<file path="config.mk">
export PLATFORM = sky130hd
export DESIGN_NAME = hazard_scoreboard
export DESIGN_NICKNAME = d
export VERILOG_FILES = /design/src/rtl/hazard_scoreboard_pkg.sv /design/src/rtl/hazard_scoreboard_busy_fsm.sv /design/src/rtl/hazard_scoreboard.sv
export SDC_FILE = /design/constraint.sdc
export NUM_CORES = 1
export LEC_CHECK = 0
export CAP_MARGIN = 10
export CORE_ASPECT_RATIO = 1.1
export CORE_MARGIN = 3
export CORE_UTILIZATION = 51
export CTS_BUF_LIST = sky130_fd_sc_hd__clkbuf_8
export CTS_CLUSTER_DIAMETER = 60
export DETAILED_ROUTE_END_ITERATION = 16
export PLACE_DENSITY = 0.84
export SLEW_MARGIN = 0
export SYNTH_ARGS = -nofsm -noshare
export SYNTH_HDL_FRONTEND = slang
export SYNTH_SLANG_ARGS = --single-unit
export TNS_END_PERCENT = 50
</file>
<file path="constraint.sdc">
create_clock -name clk -period 5.2 [get_ports clk]
set_clock_uncertainty 0.1 [all_clocks]
set_input_delay 1.56 -clock clk [delete_from_list [all_inputs] [get_ports clk]]
set_output_delay 1.56 -clock clk [all_outputs]
set_load 0.01 [all_outputs]
</file>
<file path="src/rtl/hazard_scoreboard_pkg.sv">
// Shared CPU definitions for the hazard scoreboard.
// Holds the mul/div class encoding, the shadow-entry layout and small helpers.
package hazard_scoreboard_pkg;

  typedef enum logic [1:0] {
    MD_NONE = 2'b00,
    MD_MUL  = 2'b01,
    MD_DIV  = 2'b10
  } md_class_e;

  typedef struct packed {
    logic       valid;
    logic [4:0] dst;
    logic       rfwr;
    logic       isload;
  } shadow_entry_t;

  localparam shadow_entry_t SHADOW_BUBBLE = '0;

  // The 2'b11 encoding has no meaning; it decodes to MD_NONE so it never starts the unit.
  function automatic md_class_e md_decode(input logic [1:0] raw);
    md_class_e cls;
    case (raw)
      2'b01:   cls = MD_MUL;
      2'b10:   cls = MD_DIV;
      default: cls = MD_NONE;
    endcase
    return cls;
  endfunction

  function automatic int max_int(input int a, input int b);
    return (a > b) ? a : b;
  endfunction

endpackage

</file>
<file path="src/rtl/hazard_scoreboard_busy_fsm.sv">
// HI/LO busy tracker for the multi-cycle multiply/divide unit.
//
// state | meaning
// ------+-------------------------------------------------------------
// IDLE  | HI/LO results are valid; a mul/div may issue
// BUSY  | mul/div in flight; counter holds the remaining busy cycles - 1
module hilo_busy_fsm
  import hazard_scoreboard_pkg::*;
#(
  parameter int DIV_CYCLES = 36,
  parameter int MUL_CYCLES = 2
) (
  input  logic clk,
  input  logic resetn,
  input  logic start,
  input  logic start_div,
  input  logic flush,
  output logic hilo_busy
);

  localparam int CNT_W = $clog2(max_int(DIV_CYCLES, MUL_CYCLES) + 1);
  localparam logic [CNT_W-1:0] DIV_LOAD = CNT_W'(DIV_CYCLES - 1);
  localparam logic [CNT_W-1:0] MUL_LOAD = CNT_W'(MUL_CYCLES - 1);

  typedef enum logic {
    ST_IDLE,
    ST_BUSY
  } state_e;

  state_e           state;
  logic [CNT_W-1:0] cnt;

  // State, counter and registered busy flag; a flush aborts the unit outright.
  always_ff @(posedge clk or negedge resetn) begin
    if (!resetn) begin
      state     <= ST_IDLE;
      cnt       <= '0;
      hilo_busy <= 1'b0;
    end else if (flush) begin
      state     <= ST_IDLE;
      cnt       <= '0;
      hilo_busy <= 1'b0;
    end else begin
      case (state)
        ST_IDLE: begin
          if (start) begin
            state     <= ST_BUSY;
            cnt       <= start_div ? DIV_LOAD : MUL_LOAD;
            hilo_busy <= 1'b1;
          end
        end
        ST_BUSY: begin
          if (cnt == '0) begin
            state     <= ST_IDLE;
            hilo_busy <= 1'b0;
          end else begin
            cnt <= cnt - CNT_W'(1);
          end
        end
        default: begin
          state     <= ST_IDLE;
          cnt       <= '0;
          hilo_busy <= 1'b0;
        end
      endcase
    end
  end

endmodule

</file>
<file path="src/rtl/hazard_scoreboard.sv">
// ID-stage hazard scoreboard: shadows issued writers through EXE/MEM/WB and
// raises a stall when forwarding cannot deliver an operand in time.
module hazard_scoreboard
  import hazard_scoreboard_pkg::*;
#(
  parameter int DIV_CYCLES = 36,
  parameter int MUL_CYCLES = 2
) (
  input  logic       clk,
  input  logic       resetn,
  input  logic       Pipe_Adv,
  input  logic       Flush,
  input  logic       ID_Valid,
  input  logic [4:0] ID_rs,
  input  logic [4:0] ID_rt,
  input  logic       ID_ReadRs,
  input  logic       ID_ReadRt,
  input  logic [4:0] ID_Dst,
  input  logic       ID_RFWr,
  input  logic       ID_IsLoad,
  input  logic [1:0] ID_MulDiv,
  input  logic       ID_HiLoRead,
  output logic       ID_Stall,
  output logic       ID_StallLoadUse,
  output logic       ID_StallHiLo,
  output logic       HiLo_Busy
);

  shadow_entry_t exe_q, mem_q, wb_q;
  shadow_entry_t id_entry;
  md_class_e     id_md;
  logic          issue_ok;
  logic          md_start;
  logic          exe_load_live;
  logic          rs_hit, rt_hit;

  assign id_md    = md_decode(ID_MulDiv);
  assign id_entry = '{valid: 1'b1, dst: ID_Dst, rfwr: ID_RFWr, isload: ID_IsLoad};

  // Issue qualification; the FSM only starts when the instruction actually moves into EXE.
  always_comb begin
    issue_ok = ID_Valid & ~ID_Stall & ~Flush;
    md_start = issue_ok & Pipe_Adv & (id_md != MD_NONE);
  end

  // Load-use: only a load still in EXE is too late for forwarding; $0 is never a hazard.
  always_comb begin
    exe_load_live   = exe_q.valid & exe_q.isload & exe_q.rfwr & (exe_q.dst != 5'd0);
    rs_hit          = ID_ReadRs & (ID_rs == exe_q.dst);
    rt_hit          = ID_ReadRt & (ID_rt == exe_q.dst);
    ID_StallLoadUse = ID_Valid & exe_load_live & (rs_hit | rt_hit);
  end

  // HI/LO readers and further mul/div both wait while the unit is busy.
  always_comb begin
    ID_StallHiLo = HiLo_Busy & ID_Valid & (ID_HiLoRead | (id_md != MD_NONE));
    ID_Stall     = ID_StallLoadUse | ID_StallHiLo;
  end

  // Shadow pipeline; flush kills the younger EXE/MEM entries but WB still commits.
  always_ff @(posedge clk or negedge resetn) begin
    if (!resetn) begin
      exe_q <= SHADOW_BUBBLE;
      mem_q <= SHADOW_BUBBLE;
      wb_q  <= SHADOW_BUBBLE;
    end else if (Flush) begin
      exe_q <= SHADOW_BUBBLE;
      mem_q <= SHADOW_BUBBLE;
    end else if (Pipe_Adv) begin
      wb_q  <= mem_q;
      mem_q <= exe_q;
      exe_q <= issue_ok ? id_entry : SHADOW_BUBBLE;
    end
  end

  hilo_busy_fsm #(
    .DIV_CYCLES(DIV_CYCLES),
    .MUL_CYCLES(MUL_CYCLES)
  ) u_hilo_busy_fsm (
    .clk      (clk),
    .resetn   (resetn),
    .start    (md_start),
    .start_div(id_md == MD_DIV),
    .flush    (Flush),
    .hilo_busy(HiLo_Busy)
  );

endmodule

</file>
== Word-level counts from Yosys, hierarchy flattened ==
Cells that the tools add are included.

* Flip-flop bits (word level): 16
* Input port bits: 27
* Output and inout bits: 4
* Logic and storage cells: 58

* Add/sub/neg operators: 1
* Equal/unequal tests: 8
* Muxes and demuxes: 17
* Bitwise gates (word level): 19
* Reductions and logical operators: 6

{| class="wikitable"
|+ Operator list
! kind !! count
|-
| $mux W6 || 4
|-
| $mux W8 || 3
|-
| $and A1 B1 Y1 || 13
|-
| $pmux W6 S2 || 1
|-
| $eq A5 B5 Y1 || 2
|-
| $ne A3 B3 Y1 const B || 3
|-
| $logic_not A6 Y1 || 1
|-
| $mux W1 || 6
|-
| $sub A6 B1 Y6 const B || 1
|-
| $reduce_bool A5 Y1 || 1
|-
| $eq A2 B2 Y1 const B || 2
|-
| $pmux W1 S2 || 2
|-
| $pmux W2 S2 || 1
|-
| $reduce_and A2 Y1 || 2
|-
| $reduce_bool A2 Y1 || 2
|-
| $not A1 Y1 || 3
|-
| $or A1 B1 Y1 || 3
|-
| $eq A2 B1 Y1 const B || 1
|}

== Depth between registers and ports, before layout ==
Gate-level depths: netlist of run 1.

* Word-level depth: 14
* Mapped depth: 8
* Depth with buffers taken out: 8

== Modules after synthesis ==
A second synthesis of run 1 with hierarchy kept.

* Cell total of the unflattened synthesis: 118
* Area total of the unflattened synthesis: 1102.3 µm²

{| class="wikitable"
|+ Modules (own cells, without submodules)
! module !! instances !! cells each !! area an instance (µm²) !! sequential area each (µm²)
|-
| hazard_scoreboard || 1 || 64 || 593.1 || 200.2
|-
| hilo_busy_fsm || 1 || 54 || 509.2 || 200.2
|}

== Worst setup path after synthesis of run 1 ==
OpenSTA, ideal clock, no wires.

* Kind: input -> output
* From: in ID_rs[1]
* To: out ID_Stall
* Arrival time: 2.291 ns
* Slack: 1.249 ns
* Stages on the path: 5
* Buffers on the path: 0
* Cells stage by stage: xnor2_1 > nand4_1 > o22ai_2 > nand2_1 > nand2_1

* Longest elaborated chain between the ends: 5

{| class="wikitable"
|+ Ends and longest elaborated chain
! item !! RTL line !! RTL
|-
| start, declared || hazard_scoreboard.sv:14 || <nowiki>input logic [4:0] ID_rs,</nowiki>
|-
| $eq A5 B5 Y1 || hazard_scoreboard.sv:49 || <nowiki>rs_hit = ID_ReadRs & (ID_rs == exe_q.dst);</nowiki>
|-
| $and A1 B1 Y1 || hazard_scoreboard.sv:49 ||
|-
| $or A1 B1 Y1 || hazard_scoreboard.sv:51 || <nowiki>ID_StallLoadUse = ID_Valid & exe_load_live & (rs_hit | rt_hit);</nowiki>
|-
| $and A1 B1 Y1 || hazard_scoreboard.sv:51 ||
|-
| $or A1 B1 Y1 || hazard_scoreboard.sv:57 || <nowiki>ID_Stall = ID_StallLoadUse | ID_StallHiLo;</nowiki>
|-
| end, declared || hazard_scoreboard.sv:23 || <nowiki>output logic ID_Stall,</nowiki>
|}

No other way between the ends.

== Worst setup path after layout of run 1 ==
* From: in ID_MulDiv[0]
* To: out ID_StallHiLo

* Longest elaborated chain between the ends: 5

{| class="wikitable"
|+ Ends and longest elaborated chain
! item !! RTL line !! RTL
|-
| start, declared || hazard_scoreboard.sv:21 || <nowiki>input logic [1:0] ID_MulDiv,</nowiki>
|-
| $eq A2 B2 Y1 or $eq A2 B1 Y1 (tied branches) || hazard_scoreboard_pkg.sv:23 || <nowiki>case (raw)</nowiki>
|-
| $pmux W2 S2 (*) || hazard_scoreboard_pkg.sv:23 ||
|-
| $reduce_bool A2 Y1 (*) || hazard_scoreboard.sv:56 || <nowiki>ID_StallHiLo = HiLo_Busy & ID_Valid & (ID_HiLoRead | (id_md != MD_NONE));</nowiki>
|-
| $or A1 B1 Y1 (*) || hazard_scoreboard.sv:56 ||
|-
| $and A1 B1 Y1 (*) || hazard_scoreboard.sv:56 ||
|-
| end, declared || hazard_scoreboard.sv:25 || <nowiki>output logic ID_StallHiLo,</nowiki>
|}

Every way passes the cells marked *; elsewhere a longest branch is shown, timed or not.

==> results.md, run 1 <==
- Placed insts: approximately 140
- GRT Total Usage: 0.2127
- Worst VDD drop: 0.2599 mV
- Reg2reg start: u_hilo_busy_fsm.cnt[4]$_DFFE_PN0P_
- Synthesis-stage register bit count: 16
- Starting DRT DRC Count: 12
- Synthesized area: a little under 0.001 mm2
- # diodes: 0
- MaxCap Viol Count: 0
- Post-CTS Resized: 0
- Min Tclk post-route: roughly 4.9 ns
- Worst slew margin: 0.5345
- Total Die Area: ~0.0025 mm2
- # rows: 16
- Post-DP HPWL: roughly 1800 um
- Top cell by count, worst path: inv_1
- Worst Path Arrival: 3.29 ns
- Cts hold-fix bufs: 0
- Syn Inst Count: between 90 and 100
- Final count of hold timing violations: 0
- DIE WIDTH: 47.87 um
- Crit path largest cell delay: between 0.5 and 0.6 ns
- Syn_nets: roughly 130
- Post-DP Area: between 0.001 and 0.0015 mm2
- Cell Pwr Density: ~220 mW/mm2
- Vias: between 800 and 900
- Critical Path Start: ID_MulDiv[0]
- RSZ-0062 raised after global routing: no
- Postcts setup bufs: 0
- Fillers: 130
- Worst-Skew Late Latency: between 0.2 and 0.3 ns
- Max Buffers Root-to-Sink: 2
- Boundary pin count: 31
- Worst Path Max Fanout: 3
- Slowest CP cell: clkdlybuf4s50_1
- RD Place Congestion: roughly 0.89
- Final #Nets: around 160
- Startpoint Class: input pin
- Initial Utilization: 0.5458
- Fin area: 0.001360 mm2
- Via density: 5.959
- Yosys Warn Count: 0
- TritonCTS clock tree: done
- Setup_tns: 0 ns
- Post-route ant nets: 0
- Number of iterations in the first detailed-routing pass: 4
- Outcome: completed
- HP Class: flop to flop
- Syn_area_per_cell: a little over 10 um2
- Number of global-route vias before repair: 869
- Finished Layout Cells: ~150
- CTS root buf: clkbuf_8
- Clk sinks: 16
- Wire length per cell: ~16 um
- Total grt overflow: 0
- Initial antenna violation count: 0
- Total core area: between 0.0015 and 0.002 mm2
- Die Ht: approximately 52 um
- Final Max Tran Viols: 0
- Distinct cells, synth: 33
- Port bufs: 30
- Final wirelength: approximately 2300 um
- Peak Freq: ~0.20 GHz
- Post-route clock period utilization: 0.9519
- TritonCTS Buffers: 3
- Final Power: 298.7 uW
- CP required: about 3.5 ns
- Register area share after synthesis: 0.4071
- Area grow syn2layout: 38.29%
- CP Capture Type: primary output
- Setup violators final: 0
- Clock Pin Slew Worst Setup and Hold Paths: 0.07 ns
- Cells along the critical path: clkdlybuf4s50_1 -> inv_1 -> ha_1 -> inv_1 -> o211ai_1 -> inv_1 -> clkdlybuf4s50_1
- Layout cell share with drive strength beyond 1: 0.1250
- H-tree levels: 1
- Largest net degree at the start of global routing: 17
- Worst Setup Path Type: input pin to primary output
- Worst hold start: exe_q[7]$_DFFE_PN0P_
- First-pass GRT wire length: ~3800 um
- Worst-Margin Slew: about 0.70 ns
- LEAKAGE: approximately 0.00057 uW
- # DRC: 0
==> synth_stat cells (all sizes together) <==
library cell / n / share of area
nand4: 3 / 0.019
a21oi: 4 / 0.028
o31ai: 2 / 0.020
ha: 3 / 0.038
nor3: 2 / 0.010
a22o: 7 / 0.062
o22ai: 1 / 0.013
xnor2: 11 / 0.098
clkbuf: 1 / 0.0038
a41oi: 1 / 0.0089
nor2b: 1 / 0.0064
a31o: 1 / 0.0089
a211oi: 6 / 0.074
inv: 6 / 0.023
dfrtp: 16 / 0.41
nor4b: 1 / 0.015
buf: 1 / 0.0051
o41ai: 1 / 0.0089
a31oi: 1 / 0.0064
o21ai: 1 / 0.0051
and2: 1 / 0.0064
mux2i: 1 / 0.010
nor2: 8 / 0.031
nand2: 6 / 0.023
nor4: 1 / 0.0064
a21o: 3 / 0.023
or2: 1 / 0.0089
nand3b: 3 / 0.023
o211ai: 1 / 0.0076
==> critical path, delay by kind of cell <==
family,cells,cell delay [ns]
compound gates,1,0.26
fa+ha+maj,1,0.28
buf+inv,5,1.19
==> final timing paths <==
kind / endpoint / slack (ns) / cells after the start
worst max-delay path: ID_StallHiLo / 0.25 / 7
worst min-delay path: exe_q[7]$_DFFE_PN0P_ / 0.40 / 1
worst max register to register: u_hilo_busy_fsm.cnt[1]$_DFFE_PN0P_ / 3.31 / 5
worst min register to register: exe_q[7]$_DFFE_PN0P_ / 0.40 / 1
max in group asynchronous: exe_q[4]$_DFFE_PN0P_ / 2.92 / 1
min in group asynchronous: u_hilo_busy_fsm.cnt[1]$_DFFE_PN0P_ / 1.63 / 1
==> placed cells by master, fill, tap and decap left out, drive strengths merged <==
cell           Yosys  final
dfrtp             16     16
o41ai              1      1
ha                 3      3
nor4               1      1
a21o               3      3
buf                1      1
nand3b             3      3
a41oi              1      1
o22ai              1      1
or2                1      1
clkdlybuf4s50      0     30
mux2i              1      1
nand2              6      6
a22o               7      7
nand4              3      3
clkbuf             1      4
a31oi              1      1
o211ai             1      1
and2               1      1
a21oi              4      4
nor4b              1      1
nor2b              1      1
inv                6      6
a31o               1      1
a211oi             6      6
o21ai              1      1
nor3               2      2
nor2               8      8
xnor2             11     11
o31ai              2      2
==> metal layers <==
layer | routed length [um] | part of all wire | up-vias | GRT usage
met5 | 0 | 0 | - | 0
met1 | 895 | 0.39 | 423 | 0.2473
met3 | 74 | 0.032 | 4 | 0.05190
li1 | - | - | 419 | -
met4 | 25 | 0.011 | 0 | 0.05381
met2 | 1319 | 0.57 | 24 | 0.3744
==> sequential cells by signal, summed over array words and instances, names as in the netlist <==
name,flops
exe_q,8
u_hilo_busy_fsm.cnt,6
u_hilo_busy_fsm.hilo_busy,1
u_hilo_busy_fsm.state,1
==> report_power, final <==
| part | switching [uW] | internal [uW] | total [uW] |
|---|---|---|---|
| clock | 41.1 | 67.1 | 108 |
| sequential | 5.54 | 129 | 134 |
| combinational | 22.9 | 33.2 | 56.1 |
| total | 69.5 | 229 | 299 |
==> area by class of cell <==
class | count | area [um2] | share of cell area
well taps | 18 | 22.52 | 0.01656
inverters | 6 | 22.52 | 0.01656
clock buffers | 4 | 55.05 | 0.04048
flip-flops and latches | 16 | 400.4 | 0.2944
multi-input cells | 71 | 551.8 | 0.4057
repair buffers | 31 | 307.8 | 0.2263
==> cells by family (layout without fill, tap and decap cells) <==
group                    Yosys count  in the layout  share of synthesized area
multiplexers                       1              1                    0.01018
AND/OR/NAND/NOR                   27             27                     0.1489
AO/OA/AOI/OAI                     29             29                     0.2659
buffers and inverters              8             41                    0.03180
XOR/XNOR                          11             11                    0.09796
adder cells (fa/ha/maj)            3              3                    0.03817
flip-flops                        16             16                     0.4071
==> per-stage QoR <==
stage | worst slack (ns) | hold slack (ns) | utilization
after floorplan | 1.249 | 0.3504 | -
after global placement | 0.2814 | 0.3818 | 0.7243
after detailed placement | 0.2701 | 0.3892 | 0.7243
after CTS | 0.2623 | 0.4035 | 0.7549
after global routing | 0.1441 | 0.4198 | 0.7549
final | 0.2502 | 0.4048 | 0.7549
Power figures use the tool's default switching activity.
==> run 2: changes to the inputs <==
==> constraint.sdc (replaced) <==
create_clock -name clk -period 5.9 [get_ports clk]
set_clock_uncertainty 0.1 [all_clocks]
set_input_delay 1.475 -clock clk [delete_from_list [all_inputs] [get_ports clk]]
set_output_delay 1.475 -clock clk [all_outputs]
set_load 0.01 [all_outputs]
==> run 2 against run 1 <==
Net effect: first-iteration DRC count is 33% lower; cell count is 0.68% lower; power is 11% lower; critical endpoint is now ID_Stall; flip-flop and latch count stayed put; die area stayed put; critical path depth stayed put; hold slack worse by 0.017 ns; clock power is 9.9% lower; routed wire length is 2.4% lower; non-clock buffer count is 1 lower; utilization is 0.42 points lower; register-to-register slack better by 0.71 ns.
==> results.md, run 2 (synthesis results as in run 1) <==
- Outcome: completed
- Worst Path Arrival: 3.27 ns
- Worst-Skew Late Latency: 0.25 ns
- Port bufs: 30
- Initial Utilization: 0.5458
- Fillers: approximately 140
- RSZ-0062 raised after global routing: no
- Total Die Area: 0.002492 mm2
- Vias: 834
- Worst Hold End: exe_q[7]$_DFFE_PN0P_
- # diodes: 0
- # DRC: 0
- Worst hold start: exe_q[7]$_DFFE_PN0P_
- Internal power: a little over 200 uW
- Sw Share: 0.2378
- Final Max Tran Viols: 0
- Clk sinks: 16
- Clock Pin Slew Worst Setup and Hold Paths: roughly 0.070 ns
- RD Place Congestion: just under 0.9
- CP required: 4.32 ns
- Cell Pwr Density: 195.8 mW/mm2
- Cts hold-fix bufs: 0
- Placed insts: 141
- Final #Nets: about 160
- Worst R2R Path Depth: 6
- Hold Path Depth: 1
- Setup_tns: 0 ns
- Wire length per cell: between 15 and 20 um
- Total core area: between 0.0015 and 0.002 mm2
- Post-DP HPWL: approximately 1800 um
- Startpoint Class: input pin
- CTS root buf: clkbuf_8
- Post-route clock period utilization: 0.8208
- Clock network fraction of total power: 0.368
- LEAKAGE: about 0.00057 uW
- Worst Setup Path Type: input pin to primary output
- Worst slew margin: 0.5252
- H-tree levels: 1
- Via density: approximately 5.8
- Finished Layout Cells: about 150
- Commonest cells after routing, fill and taps aside: 30 x clkdlybuf4s50_1, 16 x dfrtp_1, 11 x xnor2_1, 8 x nor2_1, 7 x a22o_1
- Peak Freq: approximately 0.21 GHz
- Initial antenna violation count: 0
- # rows: 16
- Number of iterations in the first detailed-routing pass: 4
- Commonest non-fill, non-tap cell in the layout: clkdlybuf4s50_1
- Largest register FFs: 8
- Max Buffers Root-to-Sink: 2
- HP Class: flop to flop
- TritonCTS Buffers: 3
- Top Registers: exe_q (8), u_hilo_busy_fsm.cnt (6)
- Comb pwr share: 0.185
- Number of global-route vias before repair: 802
- First-pass GRT wire length: between 3000 and 4000 um
- Final wirelength: ~2300 um
- Total grt overflow: 0
- GRT Total Usage: 0.1992
- Post-CTS Resized: 0
- Final count of hold timing violations: 0
- Largest Register: exe_q
- Area grow syn2layout: 37.53%
- Worst VDD drop: approximately 0.20 mV
- DIE WIDTH: roughly 48 um
- P_sw: approximately 63 uW
- Layout cell share with drive strength beyond 1: 0.1181
- Worst Path Max Fanout: 3
- Reg2reg setup slack: 4.02 ns
- Worst-Margin Slew: 0.7099 ns
- Critical R2R Capture: u_hilo_busy_fsm.state$_DFF_PN0_
- CP Capture Type: primary output
- TritonCTS clock tree: done
- Sequential share of power: 0.447
- MaxCap Viol Count: 0
- Post-route ant nets: 0
- Die Ht: approximately 52 um
- Largest net degree at the start of global routing: 17
- Postcts setup bufs: 0
- Boundary pin count: 31
- Starting DRT DRC Count: 8
- Reg2reg start: exe_q[3]$_DFFE_PN0P_
- Min Tclk post-route: just under 5 ns
- Setup violators final: 0
[run 2: worst max path at each step]
stage / slack, ns / cells past startpoint / end / start
3_5_place_dp: 1.04 / 7 / ID_Stall / ID_rs[1]
3_3_place_gp: 1.12 / 7 / ID_Stall / ID_rs[1]
2_1_floorplan: 2.12 / 5 / ID_Stall / ID_rs[1]
6_report: 1.06 / 7 / ID_Stall / ID_rs[1]
5_1_grt: 0.95 / 7 / ID_Stall / ID_rs[1]
4_1_cts: 1.04 / 7 / ID_Stall / ID_rs[1]
[run 2: power by group through the flow]
| stage | Combinational, uW | Sequential [uW] | Clock, uW |
|---|---|---|---|
| detailed placement | 49.3 | 120 | 0 |
| CTS | 49.5 | 118 | 97.6 |
| finish | 49.1 | 118 | 97.3 |
| floorplan | 23.4 | 119 | 0 |
| global route | 53.1 | 119 | 102 |
| global placement | 47.5 | 120 | 0 |
[run 2: worst max-delay path, cell delays in order]
cell	delay (ns)
clkdlybuf4s50_1	0.47
xnor2_1	0.14
nand4_1	0.14
o22ai_2	0.29
nand2_1	0.14
nand2_1	0.08
clkdlybuf4s50_1	0.53
[run 2: cell type report]
class / instances / area (um2) / area share
tap: 18 / 22.52 / 0.01665
sequential: 16 / 400.4 / 0.2960
inverter: 6 / 22.52 / 0.01665
timing repair buffer: 30 / 300.3 / 0.2220
multi-input combinational: 71 / 551.8 / 0.4080
clock buffer: 4 / 55.05 / 0.04070
[run 2: layer usage]
layer  up-vias  wire (um)  global-route usage
met3         2         55             0.04152
met1       406       1004              0.2609
li1        414          -                   -
met2        12       1175              0.3106
met5         -          0                   0
met4         0         22             0.08072
[run 2: per-stage QoR]
step	setup slack [ns]	util	hold slack (ns)	total power, uW	cell area, um2
global placement	1.122	0.7201	0.3684	167.6	1297
detailed placement	1.040	0.7201	0.3722	169.6	1297
CTS	1.038	0.7507	0.3864	265.4	1353
finish	1.057	0.7507	0.3881	264.8	1353
global route	0.9493	0.7507	0.4142	273.7	1353
floorplan	2.119	-	0.3504	142.5	983.4
==> run 3: changes to the inputs <==
--- a/config.mk
+++ b/config.mk
@@ -8,11 +8,11 @@
 export CAP_MARGIN = 10
 export CORE_ASPECT_RATIO = 1.1
 export CORE_MARGIN = 3
-export CORE_UTILIZATION = 51
+export CORE_UTILIZATION = 47
 export CTS_BUF_LIST = sky130_fd_sc_hd__clkbuf_8
 export CTS_CLUSTER_DIAMETER = 60
 export DETAILED_ROUTE_END_ITERATION = 16
-export PLACE_DENSITY = 0.84
+export PLACE_DENSITY = 0.78
 export SLEW_MARGIN = 0
 export SYNTH_ARGS = -nofsm -noshare
 export SYNTH_HDL_FRONTEND = slang
==> constraint.sdc (replaced) <==
create_clock -name clk -period 5 [get_ports clk]
set_clock_uncertainty 0.1 [all_clocks]
set_input_delay 1.25 -clock clk [delete_from_list [all_inputs] [get_ports clk]]
set_output_delay 1.25 -clock clk [all_outputs]
set_load 0.01 [all_outputs]
==> run 3 against run 2 <==
Net effect: via count down 1.7%; worst setup slack lost 0.46 ns; global-route usage shrank 1.6 points; power grew 17%; non-clock buffer count unchanged; clock-buffer cell count unchanged; sequential share of layout area fell by 0.24 points; first-iteration DRC count down 25%; hold slack better by 0.0035 ns; combinational power is 16% higher; largest cell class unchanged.
==> results.md, run 3 (synthesis results as in run 1) <==
- Layout cell share with drive strength beyond 1: 0.1181
- First-pass GRT wire length: between 3000 and 4000 um
- Post-route ant nets: 0
- Reg2reg setup slack: between 3 and 4 ns
- Initial Utilization: 0.5226
- # diodes: 0
- Peak Freq: 0.2271 GHz
- H-tree levels: 1
- Metal3 WL: between 70 and 80 um
- Initial antenna violation count: 0
- TritonCTS clock tree: done
- Clock Pin Slew Worst Setup and Hold Paths: roughly 0.06 ns
- Hold Path Depth: 1
- RSZ-0062 raised after global routing: no
- Outcome: completed
- Commonest non-fill, non-tap cell in the layout: clkdlybuf4s50_1
- Post-DP HPWL: ~1800 um
- Setup_tns: 0 ns
- CP Capture Type: primary output
- Cell Pwr Density: between 200 and 250 mW/mm2
- Worst Path Max Fanout: 3
- Wire length per cell: 14.40 um
- Total Die Area: 0.002678 mm2
- DIE WIDTH: 49.62 um
- Startpoint Class: input pin
- TritonCTS Buffers: 3
- Boundary pin count: 31
- Fillers: ~150
- Final WS setup: just under 0.6 ns
- Area grow syn2layout: 38.68%
- Commonest cells after routing, fill and taps aside: 30 x clkdlybuf4s50_1, 16 x dfrtp_1, 11 x xnor2_1, 8 x nor2_1, 7 x a22o_1
- Die Ht: approximately 54 um
- # rows: 16
- Post-CTS Resized: 0
- Final wirelength: between 2000 and 2500 um
- GRT Total Usage: 0.1828
- Worst VDD drop: between 0.15 and 0.2 mV
- Final #Nets: ~160
- Worst-Skew Late Latency: between 0.2 and 0.3 ns
- Top Metal Used: met4
- CTS root buf: clkbuf_8
- Finished Layout Cells: 154
- Worst R2R Path Depth: 6
- Final count of hold timing violations: 0
- Worst slew margin: 0.5413
- Total grt overflow: 0
- Total core area: between 0.0015 and 0.002 mm2
- Met1 Wirelength: ~900 um
- Post-route clock period utilization: 0.8807
- Metal2 WL: 1183 um
- Worst-Margin Slew: around 0.69 ns
- Placed insts: 150
- Reg2reg start: exe_q[6]$_DFFE_PN0P_
- Number of iterations in the first detailed-routing pass: 4
- Worst Setup Path Type: input pin to primary output
- Clk sinks: 16
- Largest net degree at the start of global routing: 17
- Crit path largest cell delay: between 0.5 and 0.6 ns
- Via density: ~5.3
- Worst Hold End: exe_q[7]$_DFFE_PN0P_
- Max Buffers Root-to-Sink: 2
- Postcts setup bufs: 0
- LEAKAGE: between 0.0005 and 0.0006 uW
- Top Registers: exe_q (8), u_hilo_busy_fsm.cnt (6)
- CP required: 3.65 ns
- Cells along the critical path: clkdlybuf4s50_1 -> xnor2_1 -> nand4_1 -> o22ai_2 -> nand2_1 -> nand2_1 -> clkdlybuf4s50_1
- Vias: 820
- Largest Register: exe_q
- Worst Path Arrival: approximately 3.1 ns
- # DRC: 0
- Number of global-route vias before repair: slightly above 800
- Final Max Tran Viols: 0
- HP Class: flop to flop
- Starting DRT DRC Count: 6
- RD Place Congestion: 0.7965
- Pre-CTS setup slack: around 0.6 ns
- Critical R2R Capture: u_hilo_busy_fsm.cnt[1]$_DFFE_PN0P_
- MaxCap Viol Count: 0
- Min Tclk post-route: approximately 4.4 ns
- Cts hold-fix bufs: 0
- Port bufs: 30
- Largest register FFs: 8
- Slowest CP cell: clkdlybuf4s50_1
- Worst hold start: exe_q[7]$_DFFE_PN0P_
- Setup violators final: 0
==> run 3: cell counts in the layout (fill, tap and decap cells not counted) <==
No cell type changed its count.
==> run 3: final cells by class <==
| class | instances | area (um2) | area share |
|---|---|---|---|
| repair buffers | 30 | 300.3 | 0.2202 |
| inverters | 6 | 22.52 | 0.01651 |
| clock buffers | 4 | 55.05 | 0.04037 |
| flip-flops and latches | 16 | 400.4 | 0.2936 |
| multi-input cells | 71 | 551.8 | 0.4046 |
| well taps | 27 | 33.78 | 0.02477 |
==> run 3: through the flow <==
step | total power [uW] | hold slack (ns) | area (um2) | utilization
6_report | 310.3 | 0.3917 | 1364 | 0.7247
5_1_grt | 325.1 | 0.4269 | 1364 | 0.7247
4_1_cts | 311.4 | 0.3934 | 1364 | 0.7247
3_5_place_dp | 199.5 | 0.3708 | 1309 | 0.6955
3_3_place_gp | 198.3 | 0.3596 | 1309 | 0.6955
2_1_floorplan | 168.2 | 0.3504 | 983.4 | -
==> run 3: worst max-delay path by stage <==
stage | from | to | slack, ns | cells after the start
finish | ID_rs[4] | ID_Stall | 0.60 | 7
detailed placement | ID_rs[4] | ID_Stall | 0.60 | 7
global placement | ID_rs[1] | ID_Stall | 0.67 | 7
global route | ID_rs[3] | ID_StallLoadUse | 0.50 | 7
CTS | ID_rs[4] | ID_Stall | 0.60 | 7
floorplan | ID_rs[1] | ID_Stall | 1.67 | 5
==> run 3: worst max-delay path, delay by kind of cell <==
family / cells / cell delay, ns
xor+xnor: 1 / 0.12
buf+inv: 2 / 1.02
compound gates: 1 / 0.31
simple gates: 3 / 0.35
==> run 3: where the power goes <==
part           leakage (uW)  internal (uW)  total (uW)  switching (uW)
logic              0.000318           34.3        57.1            22.9
registers          0.000220            134         140            5.54
clock network     0.0000288           69.8         114            43.8
==> run 3: routing by layer <==
layer  up-vias  global-route usage
li1        417                   -
met1       382              0.2024
met2        17              0.3436
met3         4             0.03878
met4         0             0.07373
met5         -                   0
